--- src/rtl/cart_pkg.sv ---
// ============================================================================
//  Module : cart_pkg
//  Brief  : Shared types for the cartridge SDRAM arbiter (FSM states, port ids).
//  Rev    : 1.0
// ============================================================================
`default_nettype none

package cart_pkg;

    typedef enum logic [1:0] {
        ST_IDLE      = 2'd0,
        ST_WAIT_SYNC = 2'd1,
        ST_SLOT      = 2'd2,
        ST_ACK       = 2'd3
    } state_t;

    typedef enum logic [1:0] {
        PORT_LD = 2'd0,
        PORT_A  = 2'd1,
        PORT_B  = 2'd2
    } port_t;

    localparam logic [1:0] c_DS_BOTH = 2'b11;

endpackage

`default_nettype wire

--- src/rtl/cart_rr_pick.sv ---
// ============================================================================
//  Module : cart_rr_pick
//  Brief  : Loader-first, then A/B round-robin winner selection (combinational).
//  Rev    : 1.0
// ============================================================================
`default_nettype none

module cart_rr_pick
    import cart_pkg::*;
(
    input  logic  i_ld_req,
    input  logic  i_a_req,
    input  logic  i_b_req,
    input  logic  i_prefer_b,
    output logic  o_valid,
    output port_t o_port
);

    always_comb begin
        o_valid = i_ld_req | i_a_req | i_b_req;
        o_port  = PORT_LD;
        if (i_ld_req) begin
            o_port = PORT_LD;
        end else if (i_a_req && i_b_req) begin
            o_port = i_prefer_b ? PORT_B : PORT_A;
        end else if (i_a_req) begin
            o_port = PORT_A;
        end else if (i_b_req) begin
            o_port = PORT_B;
        end
    end

endmodule

`default_nettype wire

--- src/rtl/cart_sdram_arbiter.sv ---
// ============================================================================
//  Module : cart_sdram_arbiter
//  Brief  : Arbitrates loader, CPU PRG and PPU CHR ports onto sync-slotted SDRAM.
//  Rev    : 1.0
// ============================================================================
`default_nettype none

module cart_sdram_arbiter
    import cart_pkg::*;
#(
    parameter int ADDR_W  = 21,
    parameter int WADDR_W = 20
) (
    input  logic               clock,
    input  logic               reset,
    input  logic               sync,

    input  logic               ld_req,
    input  logic [WADDR_W-1:0] ld_addr,
    input  logic [15:0]        ld_wdata,
    output logic               ld_ack,

    input  logic               a_req,
    input  logic               a_we,
    input  logic [ADDR_W-1:0]  a_addr,
    input  logic [7:0]         a_wdata,
    output logic [7:0]         a_rdata,
    output logic               a_ack,

    input  logic               b_req,
    input  logic [ADDR_W-1:0]  b_addr,
    output logic [7:0]         b_rdata,
    output logic               b_ack,

    output logic [WADDR_W-1:0] sd_addr,
    output logic [15:0]        sd_din,
    input  logic [15:0]        sd_dout,
    output logic               sd_we,
    output logic               sd_oe,
    output logic [1:0]         sd_ds,

    output logic               busy
);

    state_t               r_state;
    state_t               w_state_nxt;
    port_t                r_port;
    logic                 r_prefer_b;
    logic [WADDR_W-1:0]   r_addr;
    logic [15:0]          r_din;
    logic                 r_we;
    logic [1:0]           r_ds;
    logic                 r_lane;

    logic                 w_pick_valid;
    port_t                w_pick;
    logic [WADDR_W-1:0]   w_cmd_addr;
    logic [15:0]          w_cmd_din;
    logic                 w_cmd_we;
    logic [1:0]           w_cmd_ds;
    logic                 w_cmd_lane;
    logic [7:0]           w_rbyte;

    cart_rr_pick u_pick (
        .i_ld_req   (ld_req),
        .i_a_req    (a_req),
        .i_b_req    (b_req),
        .i_prefer_b (r_prefer_b),
        .o_valid    (w_pick_valid),
        .o_port     (w_pick)
    );

    // Translate the winner's request into a 16-bit SDRAM word command.
    always_comb begin
        w_cmd_addr = '0;
        w_cmd_din  = '0;
        w_cmd_we   = 1'b0;
        w_cmd_ds   = c_DS_BOTH;
        w_cmd_lane = 1'b0;
        case (w_pick)
            PORT_LD: begin
                w_cmd_addr = ld_addr;
                w_cmd_din  = ld_wdata;
                w_cmd_we   = 1'b1;
            end
            PORT_A: begin
                w_cmd_addr = a_addr[WADDR_W:1];
                w_cmd_din  = {a_wdata, a_wdata};
                w_cmd_we   = a_we;
                w_cmd_lane = a_addr[0];
                if (a_we) begin
                    w_cmd_ds = a_addr[0] ? 2'b10 : 2'b01;
                end
            end
            PORT_B: begin
                w_cmd_addr = b_addr[WADDR_W:1];
                w_cmd_lane = b_addr[0];
            end
            default: begin
                w_cmd_addr = '0;
            end
        endcase
    end

    assign w_rbyte = r_lane ? sd_dout[15:8] : sd_dout[7:0];

    always_ff @(posedge clock) begin
        if (reset) begin
            r_state <= ST_IDLE;
        end else begin
            r_state <= w_state_nxt;
        end
    end

    always_comb begin
        w_state_nxt = r_state;
        busy        = (r_state != ST_IDLE);
        ld_ack      = 1'b0;
        a_ack       = 1'b0;
        b_ack       = 1'b0;
        case (r_state)
            ST_IDLE: begin
                if (w_pick_valid) begin
                    w_state_nxt = ST_WAIT_SYNC;
                end
            end
            ST_WAIT_SYNC: begin
                if (sync) begin
                    w_state_nxt = ST_SLOT;
                end
            end
            ST_SLOT: begin
                if (sync) begin
                    w_state_nxt = ST_ACK;
                end
            end
            ST_ACK: begin
                w_state_nxt = ST_IDLE;
                ld_ack      = (r_port == PORT_LD);
                a_ack       = (r_port == PORT_A);
                b_ack       = (r_port == PORT_B);
            end
            default: begin
                w_state_nxt = ST_IDLE;
            end
        endcase
    end

    always_ff @(posedge clock) begin
        if (reset) begin
            r_port     <= PORT_LD;
            r_prefer_b <= 1'b1;
            r_addr     <= '0;
            r_din      <= '0;
            r_we       <= 1'b0;
            r_ds       <= '0;
            r_lane     <= 1'b0;
            sd_addr    <= '0;
            sd_din     <= '0;
            sd_we      <= 1'b0;
            sd_oe      <= 1'b0;
            sd_ds      <= '0;
            a_rdata    <= '0;
            b_rdata    <= '0;
        end else begin
            case (r_state)
                ST_IDLE: begin
                    if (w_pick_valid) begin
                        r_port <= w_pick;
                        r_addr <= w_cmd_addr;
                        r_din  <= w_cmd_din;
                        r_we   <= w_cmd_we;
                        r_ds   <= w_cmd_ds;
                        r_lane <= w_cmd_lane;
                        // Loader grants leave the A/B fairness pointer alone.
                        if (w_pick != PORT_LD) begin
                            r_prefer_b <= (w_pick == PORT_A);
                        end
                    end
                end
                ST_WAIT_SYNC: begin
                    if (sync) begin
                        sd_addr <= r_addr;
                        sd_din  <= r_din;
                        sd_we   <= r_we;
                        sd_oe   <= ~r_we;
                        sd_ds   <= r_ds;
                    end
                end
                ST_SLOT: begin
                    if (sync) begin
                        sd_we <= 1'b0;
                        sd_oe <= 1'b0;
                        sd_ds <= '0;
                        if (!r_we && r_port == PORT_A) begin
                            a_rdata <= w_rbyte;
                        end
                        if (!r_we && r_port == PORT_B) begin
                            b_rdata <= w_rbyte;
                        end
                    end
                end
                default: begin
                    sd_we <= 1'b0;
                end
            endcase
        end
    end

endmodule

`default_nettype wire

--- config.mk ---
export PLATFORM = sky130hd
export DESIGN_NAME = cart_sdram_arbiter
export DESIGN_NICKNAME = d
export VERILOG_FILES = /design/src/rtl/cart_pkg.sv /design/src/rtl/cart_rr_pick.sv /design/src/rtl/cart_sdram_arbiter.sv
export SDC_FILE = /design/constraint.sdc
export NUM_CORES = 1
export LEC_CHECK = 0
export BUFFER_PORTS_ARGS = -buffer_cell sky130_fd_sc_hd__clkbuf_2
export CORE_ASPECT_RATIO = 0.9
export CORE_UTILIZATION = 45
export CTS_BUF_LIST = sky130_fd_sc_hd__clkbuf_4 sky130_fd_sc_hd__clkbuf_8
export DETAILED_ROUTE_END_ITERATION = 16
export HOLD_SLACK_MARGIN = 0.1
export PLACE_DENSITY = 0.79
export SLEW_MARGIN = 20
export SYNTH_ARGS = -nofsm -noshare
export SYNTH_HDL_FRONTEND = slang
export SYNTH_SLANG_ARGS = --single-unit
--- constraint.sdc ---
create_clock -name clock -period 2.5 [get_ports clock]
set_input_delay 0.25 -clock clock [delete_from_list [all_inputs] [get_ports clock]]
set_output_delay 0.25 -clock clock [all_outputs]
set_load 0.01 [all_outputs]
==> impl_metrics.yaml <==
floorplan:
  fp.dieArea_mm2: 0.0103
  ioPinCount: 169
  start_util_pct: 46.3
  num_rows: 34
  placeableCoreArea_mm2: 0.00966
  die_width_um: 107
  floorplan.die.height_um: 96.6
yosys:
  ys_async_sr_fraction_pct: 0
  syn-cell-area_mm2: 0.00448
  synthesis.area_per_instance_um2: 8.76
  ys_warn_count: 0
  synth-main-ff-cell: "dfxtp_1"
  synth_sequential_area_ratio_pct: 45.2
  synth_nets: 631
  yosys_cell_types: 37
  synthesized_flop_and_latch_total: 101
  syn-instance-count: 511
  synth_enable_flop_cells: 0
cts:
  holdBufCountCts: 0
  numCtsBuffers: 9
  clk-insertion-delay-late_ps: 350
  cts_resized: 0
  cts.sink_count: 101
  ctsRootBufferMaster: "clkbuf_8"
  htree_levels: 3
  cts_post_setup_buffers_inserted: 0
  tritoncts: "done"
  max-clock-path-buffers: 2
  worst_setup_hold_path_clk_slew_ps: 90
power:
  powerDensity_mw_per_mm2: 803
  seqPwrFrac_pct: 45.1
  swShare_pct: 34.8
  internal_power_mw: 2.90
  p_comb_share_pct: 31.1
  switchingPower_mw: 1.55
  power.share.clock_pct: 23.8
  power.ir.vdd_worst_uv: 344
  cellLeakagePower_nw: 2.54
min_path:
  hold_path_class: "in2reg"
  launch_point_of_the_worst_hold_path: "a_we"
  hold-path-endpoint: "r_ds[0]"
  hold_depth: 4
routing:
  dr.pass1.iters: 7
  initialDrtViolationCount: 224
  number_of_vias_per_cell_after_detailed_routing: 5.38
  post_drt_wl_per_cell_um: 14.9
  ant_nets: 0
  drc: 0
  wl_um: 11700
  via_count: 4225
worst_setup_path:
  critical_path_required_ps: 2690
  worstPathArrival_ps: 2130
  kind_of_start_point_of_the_critical_path: "register"
  worst_setup_path_end_kind: "register"
  path_max_fanout: 31
  timing.setup.critical_path_class: "reg2reg"
  r2r-start: "r_prefer_b"
  timing.reg2reg.worst_path_depth: 7
  r2r_setup_slack_ps: 560
  rr_endpoint: "r_din[0]"
global_route:
  grt_antenna_before_repair: 0
  grtUsageMet1_pct: 29.6
  overflow: 0
  grt_usage_pct: 22.9
  grt_pass1_vias: 4203
  use_met2_pct: 37.2
  grt_start_max_net_pins: 115
  grt_pass1_wl_um: 19200
  grt.busiest_layer: "met2"
  gr-usage-met3_pct: 4.18
timing:
  period_share_pct: 77.6
  worst_hold_slack_ps: 227
  timing.setup.tns_ps: 0
  final_hold_fails: 0
  max_freq_mhz: 515
  final-max-slew-violation-count: 0
  fin_worst_skew_ps: 11.9
  grt_setup_unrepaired: "no"
  slew-limit-headroom_pct: 29.4
  timing.final.crit_period_ps: 1940
  worstMarginPinSlew_ps: 1060
  setup_viol_count_final: 0
layout:
  area_added_between_synthesis_and_finish_pct: 23.6
  final_common_cell: "clkbuf_2"
  mostFrequentLayoutCells: "clkbuf_2, dfxtp_1, nand2_1"
  finalNetCount: 774
  share_of_post_route_cells_with_drive_strength_above_1_pct: 30.8
  antennaDiodeCount: 0
placement:
  count_of_buffers_from_port_buffering: 168
  gp_routability_congestion: 0.841
  hpwl_um: 8290
outcome:
  status: "finished clean"
flow_run:
  cap_violations: 0
==> per-stage QoR <==
stage | utilization, % | power (mW) | area, µm² | setup slack (ps) | instances
after floorplan | - | 3.07 | 4480 | 766 | 511
after global placement | 55.2 | 3.37 | 5330 | 541 | 769
after detailed placement | 55.2 | 3.42 | 5330 | 457 | 769
after CTS | 57.3 | 4.47 | 5530 | 552 | 785
after global routing | 57.3 | 4.74 | 5530 | 374 | 785
final | 57.3 | 4.44 | 5530 | 559 | 785
==> per-layer routing <==
layer,vias up,part of all wire (%)
met3,32,5.2
met2,142,49
met5,-,0
met1,1959,43
li1,2092,-
met4,0,2.8
==> critical path, stage by stage, from the launching register on <==
cell,delay [ps]
dfxtp_1,350
nand2b_1,140
nand3b_1,190
ha_1,240
buf_4,240
o211a_1,270
a211oi_1,260
nor3_1,90
==> registers in the layout, summed over array words and instances, names as in the netlist <==
signal      count
sd_we           1
r_ds            2
sd_din         16
r_din          16
b_rdata         8
sd_addr        20
r_we            1
a_rdata         8
r_addr         20
sd_oe           1
sd_ds           2
r_lane          1
r_state         2
r_prefer_b      1
r_port          2
==> logic make-up after synthesis <==
group | after synthesis | synth area share, %
adders and majority gates | 11 | 3.08
and+or+nand+nor | 204 | 21.8
muxes | 25 | 5.59
AOI/OAI and AO/OA | 120 | 18.7
DFF | 101 | 45.2
buffers and inverters | 50 | 5.68
==> power by group through the flow <==
| stage | combinational (mW) | clock (mW) | sequential (mW) |
|---|---|---|---|
| floorplan | 1.05 | 0 | 2.03 |
| global placement | 1.34 | 0 | 2.03 |
| detailed placement | 1.38 | 0 | 2.04 |
| CTS | 1.38 | 1.09 | 2.00 |
| global route | 1.55 | 1.15 | 2.04 |
| finish | 1.38 | 1.06 | 2.00 |
==> cells in the mapped netlist (all sizes together) (3+ instances only) <==
cell / number / area [µm²]
ha: 11 / 138
nor2: 23 / 86.3
nand2: 98 / 368
dfxtp: 101 / 2020
o31ai: 3 / 36.3
o21ai: 3 / 15.0
clkbuf: 21 / 78.8
o211a: 7 / 70.1
mux2i: 25 / 250
a21oi: 61 / 305
or2: 8 / 50.1
buf: 23 / 153
a211oi: 15 / 113
and3b: 4 / 35.0
a22oi: 5 / 37.5
or3: 21 / 131
nand3b: 6 / 45.0
nand2b: 19 / 119
inv: 6 / 22.5
a222oi: 20 / 200
nor3: 18 / 95.1
==> how the worst max path moves through the flow <==
| stage | to | startpoint |
|---|---|---|
| final | r_din[0] | r_prefer_b |
| after global placement | r_din[0] | b_req |
| after global routing | r_din[0] | r_prefer_b |
| after detailed placement | r_din[0] | b_req |
| after CTS | r_din[0] | r_prefer_b |
| after floorplan | r_addr[12] | r_prefer_b |
==> cell type report <==
class                      instances  area, µm²
fill                             879       4120
multi-input combinational        360       2200
sequential                       101       2020
timing repair buffer             176        928
tap                              126        158
clock buffer                      10        131
clock inverter                     6       71.3
inverter                           6       22.5
Note: power is estimated with default switching activity, not from simulation.
